[config.mk]
export PLATFORM = sky130hd
export DESIGN_NAME = intra_delay_scheduler
export DESIGN_NICKNAME = d
export VERILOG_FILES = /design/src/rtl/sched_pkg.sv /design/src/rtl/sched_fifo.sv /design/src/rtl/intra_delay_scheduler.sv
export SDC_FILE = /design/constraint.sdc
export NUM_CORES = 1
export LEC_CHECK = 0
export CAP_MARGIN = 20
export CORE_ASPECT_RATIO = 0.9
export CORE_MARGIN = 8
export CORE_UTILIZATION = 40
export CTS_BUF_LIST = sky130_fd_sc_hd__clkbuf_8
export DETAILED_ROUTE_END_ITERATION = 16
export PLACE_DENSITY = 0.56
export SYNTH_ARGS = -nofsm -noshare
export SYNTH_HDL_FRONTEND = slang
export SYNTH_HIERARCHICAL = 1
export SYNTH_SLANG_ARGS = --single-unit
[constraint.sdc]
create_clock -name clk -period 2.9 [get_ports clk]
set_input_delay 0.58 -clock clk [delete_from_list [all_inputs] [get_ports clk]]
set_output_delay 0.58 -clock clk [all_outputs]
set_load 0.005 [all_outputs]
[src/rtl/sched_pkg.sv]
// Shared types for the intra-assignment-delay scheduler: op/dest encodings, FSM state, queue entry.
package sched_pkg;

  localparam int unsigned DataW = 4;
  localparam int unsigned DlyW  = 5;

  typedef enum logic [1:0] {
    OP_PASS = 2'b00,
    OP_ADD  = 2'b01,
    OP_SUB  = 2'b10,
    OP_INC  = 2'b11
  } op_e;

  localparam logic DEST_X = 1'b0;
  localparam logic DEST_Y = 1'b1;

  typedef enum logic {
    IDLE,
    COUNT
  } state_e;

  typedef struct packed {
    logic             dest;
    logic [DataW-1:0] data;
    logic [DlyW-1:0]  delay;
  } entry_t;

  // Results wrap mod 2^DataW: ADD drops the carry, SUB wraps below zero.
  function automatic logic [DataW-1:0] eval_op(input logic [1:0] op, input logic [DataW-1:0] a,
                                               input logic [DataW-1:0] b);
    logic [DataW-1:0] r;
    case (op)
      OP_PASS: r = a;
      OP_ADD:  r = a + b;
      OP_SUB:  r = a - b;
      default: r = a + DataW'(1);
    endcase
    return r;
  endfunction

endpackage

[src/rtl/sched_fifo.sv]
// Pending-request FIFO; exposes the head and the entry behind it so the FSM can reload without a bubble.
module sched_fifo
  import sched_pkg::*;
#(
  parameter int unsigned DEPTH = 4
) (
  input  logic   clk,
  input  logic   rst_n,
  input  logic   push,
  input  entry_t wdata,
  input  logic   pop,
  output logic   full,
  output logic   empty,
  output logic   multi,
  output entry_t head,
  output entry_t second
);

  localparam int unsigned AW = $clog2(DEPTH);

  logic [AW:0] wr_q, wr_d, rd_q, rd_d, count;
  entry_t      mem_q [DEPTH];

  // Extra pointer MSB separates full from empty when the address bits match.
  assign count  = wr_q - rd_q;
  assign empty  = (wr_q == rd_q);
  assign full   = (wr_q[AW] != rd_q[AW]) && (wr_q[AW-1:0] == rd_q[AW-1:0]);
  assign multi  = (count >= (AW + 1)'(2));
  assign head   = mem_q[rd_q[AW-1:0]];
  assign second = mem_q[rd_q[AW-1:0] + AW'(1)];

  always_comb begin
    wr_d = wr_q;
    rd_d = rd_q;
    if (push && !full) wr_d = wr_q + (AW + 1)'(1);
    if (pop && !empty) rd_d = rd_q + (AW + 1)'(1);
  end

  always_ff @(posedge clk or negedge rst_n) begin
    if (!rst_n) begin
      wr_q <= '0;
      rd_q <= '0;
    end else begin
      wr_q <= wr_d;
      rd_q <= rd_d;
    end
  end

  always_ff @(posedge clk) begin
    if (push && !full) mem_q[wr_q[AW-1:0]] <= wdata;
  end

endmodule

[src/rtl/intra_delay_scheduler.sv]
// Evaluates a/b at accept, queues {dest, result, delay}, and commits each result to x or y after
// its delay, counted from the previous commit.
module intra_delay_scheduler
  import sched_pkg::*;
#(
  parameter int unsigned WIDTH = DataW,
  parameter int unsigned DEPTH = 4,
  parameter int unsigned DLY_W = DlyW
) (
  input  logic             clk,
  input  logic             rst_n,
  input  logic             in_valid,
  output logic             in_ready,
  input  logic             in_dest,
  input  logic [1:0]       in_op,
  input  logic [WIDTH-1:0] in_a,
  input  logic [WIDTH-1:0] in_b,
  input  logic [DLY_W-1:0] in_delay,
  output logic [WIDTH-1:0] x_out,
  output logic [WIDTH-1:0] y_out,
  output logic             upd_valid,
  output logic             upd_dest,
  output logic [WIDTH-1:0] upd_data,
  output logic             busy
);

  state_e           state_q, state_d;
  logic [DLY_W-1:0] cnt_q, cnt_d;
  logic [WIDTH-1:0] x_q, x_d, y_q, y_d, upd_data_q, upd_data_d;
  logic             upd_valid_q, upd_valid_d, upd_dest_q, upd_dest_d;

  logic   push, pop, full, empty, multi;
  entry_t wdata, head, second;

  assign in_ready = !full;
  assign push     = in_valid && in_ready;
  assign wdata    = '{dest: in_dest, data: eval_op(in_op, in_a, in_b), delay: in_delay};

  sched_fifo #(
    .DEPTH(DEPTH)
  ) u_fifo (
    .clk   (clk),
    .rst_n (rst_n),
    .push  (push),
    .wdata (wdata),
    .pop   (pop),
    .full  (full),
    .empty (empty),
    .multi (multi),
    .head  (head),
    .second(second)
  );

  always_comb begin
    state_d     = state_q;
    cnt_d       = cnt_q;
    x_d         = x_q;
    y_d         = y_q;
    upd_valid_d = 1'b0;
    upd_dest_d  = upd_dest_q;
    upd_data_d  = upd_data_q;
    pop         = 1'b0;
    case (state_q)
      IDLE: begin
        if (!empty) begin
          cnt_d   = head.delay;
          state_d = COUNT;
        end
      end
      default: begin
        if (cnt_q != '0) begin
          cnt_d = cnt_q - DLY_W'(1);
        end else begin
          pop         = 1'b1;
          upd_valid_d = 1'b1;
          upd_dest_d  = head.dest;
          upd_data_d  = head.data;
          if (head.dest == DEST_Y) y_d = head.data;
          else                     x_d = head.data;
          // Only entries already queued count; a same-edge push is picked up from IDLE.
          if (multi) cnt_d = second.delay;
          else       state_d = IDLE;
        end
      end
    endcase
  end

  always_ff @(posedge clk or negedge rst_n) begin
    if (!rst_n) begin
      state_q     <= IDLE;
      cnt_q       <= '0;
      x_q         <= '0;
      y_q         <= '0;
      upd_valid_q <= 1'b0;
      upd_dest_q  <= 1'b0;
      upd_data_q  <= '0;
    end else begin
      state_q     <= state_d;
      cnt_q       <= cnt_d;
      x_q         <= x_d;
      y_q         <= y_d;
      upd_valid_q <= upd_valid_d;
      upd_dest_q  <= upd_dest_d;
      upd_data_q  <= upd_data_d;
    end
  end

  assign x_out     = x_q;
  assign y_out     = y_q;
  assign upd_valid = upd_valid_q;
  assign upd_dest  = upd_dest_q;
  assign upd_data  = upd_data_q;
  assign busy      = !empty || (state_q != IDLE);

endmodule

==> metrics.txt <==
number of diodes added for antenna fixing=0; instance count after placement with tap cells included=360; area of all placed cells without fillers=0.004003 mm²; HPWL after detailed placement=4329 µm; class of the tightest hold or removal check=register to register; number of hold violations in the final report=0; die area=0.01130 mm²; layout cells sized above 1=22.38%; Fin Clk Skew=7.255 ps; H-tree depth=3; post-synth design cell area=0.003259 mm²; shortest period the worst path allows=2706 ps; Worst Max-Slew Pin Slew=559.0 ps; grt ovf=0; final worst hold slack=483.1 ps; I/O Pins=35; P&R area growth vs syn=22.80%; wire length of the first global-routing pass=9708 µm; cts bufs inserted=9; Total Wirelength=5928 µm; PnR worst setup slack=193.5 ps; run status=finished, final reports clean; total of hold buffers inserted after clock tree synthesis=0; clock latency reported for the late side of the worst-skew pair=340 ps; count of routing violations after the opening detailed-route iteration=48; area of the placeable core=0.007990 mm²; number of antenna violations at the first check in global routing=0; number of max-cap violations=0; CP arrival=2130 ps; total global routing track utilization=11.00%; critical path launch point type=register; placement-stage worst setup slack=-75.91 ps; post-route non-filler standard cell count=376; count of unresolved DRC violations after routing=0; average size of a mapped cell=14.55 µm²; Clk Tree Root Cell=clkbuf_8; worst-case headroom to the max-slew limit=62.73%; number of instances in the synthesized netlist=224; Die Height=101.6 µm; post-route setup TNS=0 ps; cell area power density=1055 mW/mm²; Register Area=0.001852 mm²; RD Place Congestion=0.7292; reported leakage power=1.610 nW; TritonCTS clock tree=yes; PortBufs=34; worst-path maximum fanout=5; std cell rows=31; clock slew seen by the registers of the worst setup and hold paths=80 ps; critical path type=register to primary output; net count after synthesis=260; Vias/cell=5.077; RSZ-0062 raised after global routing=false; Fillers=693; number of buffers on the longest clock path=2; largest net degree at the start of global routing=27; antenna-violating nets left=0; Required @ worst endpoint=2320 ps; Synthesis Warnings=6; final setup violating endpoints=0; kind of end point of the critical path=primary output; overall die width=111.2 µm; Post-Place Cell Area=0.003751 mm²; first-pass iteration count of the detailed router=4; initial core utilization=40.79%; clock net sink count=66; total number of vias=1909; mean routed wirelength per cell=15.77 µm; post-layout net count=308; post-route clock period utilization=93.33%; maximum vdd drop=0.0003005 V; number of global-route vias before repair=1921; fmax=369.5 MHz; multi-input gate area in the final layout=0.001299 mm²; final count of pins violating max slew=0
-- area by class of cell --
| cell class | count | share of cell area, % |
|---|---|---|
| sequential | 66 | 46.26 |
| tap | 99 | 3.095 |
| multi-input combinational | 133 | 32.45 |
| timing repair buffer | 43 | 10.19 |
| clock inverter | 7 | 3.126 |
| inverter | 19 | 1.782 |
| clock buffer | 9 | 3.095 |
-- layout by cell type (no fill, tap or decap), types with 4 or more instances in the layout --
cell,n
edfxtp_1,40
clkdlybuf4s50_1,34
dfrtp_1,26
inv_1,19
nand2_1,17
ha_1,15
mux4_2,15
o21ai_0,11
mux2_2,9
clkbuf_8,9
buf_4,9
nor2_1,7
mux2_4,6
a21oi_1,5
and3_1,4
-- sequential cells by signal, indices dropped and copies added (netlist names) --
name          count
u_fifo/wr_q       3
upd_valid         1
x_out             4
cnt_q             5
upd_dest          1
u_fifo/rd_q       3
upd_data          4
y_out             4
u_fifo/mem_q     40
state_q           1
-- per-layer routing --
metal / wire [µm] / track usage [%]
met5: 0 / 0
met4: 92 / 5.220
met3: 274 / 3.020
met2: 2664 / 17.58
met1: 2897 / 13.64
-- final timing paths --
path	start	endpoint	slack, ps	cells past startpoint
setup / recovery	u_fifo/wr_q[0]	busy	190	6
hold / removal	upd_dest	upd_dest	480	2
setup reg to reg	u_fifo/wr_q[0]	u_fifo/mem_q[3][8]	540	6
hold reg to reg	upd_dest	upd_dest	480	2
max in group asynchronous	rst_n	x_out[0]	2030	2
min in group asynchronous	rst_n	upd_data[3]	610	2
-- power by group --
group          internal, mW  switching, mW  total [mW]
combinational         0.915          0.816        1.73
sequential             1.35          0.189        1.54
clock                 0.580          0.372       0.952
total                  2.84           1.38        4.22
-- worst max-delay path, cell delays in order (launching register included) --
cell,delay [ps]
dfrtp_1,410
inv_1,100
ha_1,370
nand2_1,140
nor2_2,180
nand2b_1,120
clkdlybuf4s50_1,470
-- per-stage QoR --
stage          util [%]  power, mW
5_1_grt           50.09      4.528
3_3_place_gp      46.95      3.299
2_1_floorplan         -      2.747
6_report          50.09      4.221
4_1_cts           50.06      4.284
3_5_place_dp      46.95      3.321
-- what timing repair did --
action / CTS / global route
gates resized for setup: 0 / 1
buffers inserted: 0 / 0
setup endpoints to repair: 0 / 1
Power figures use the tool's default switching activity.
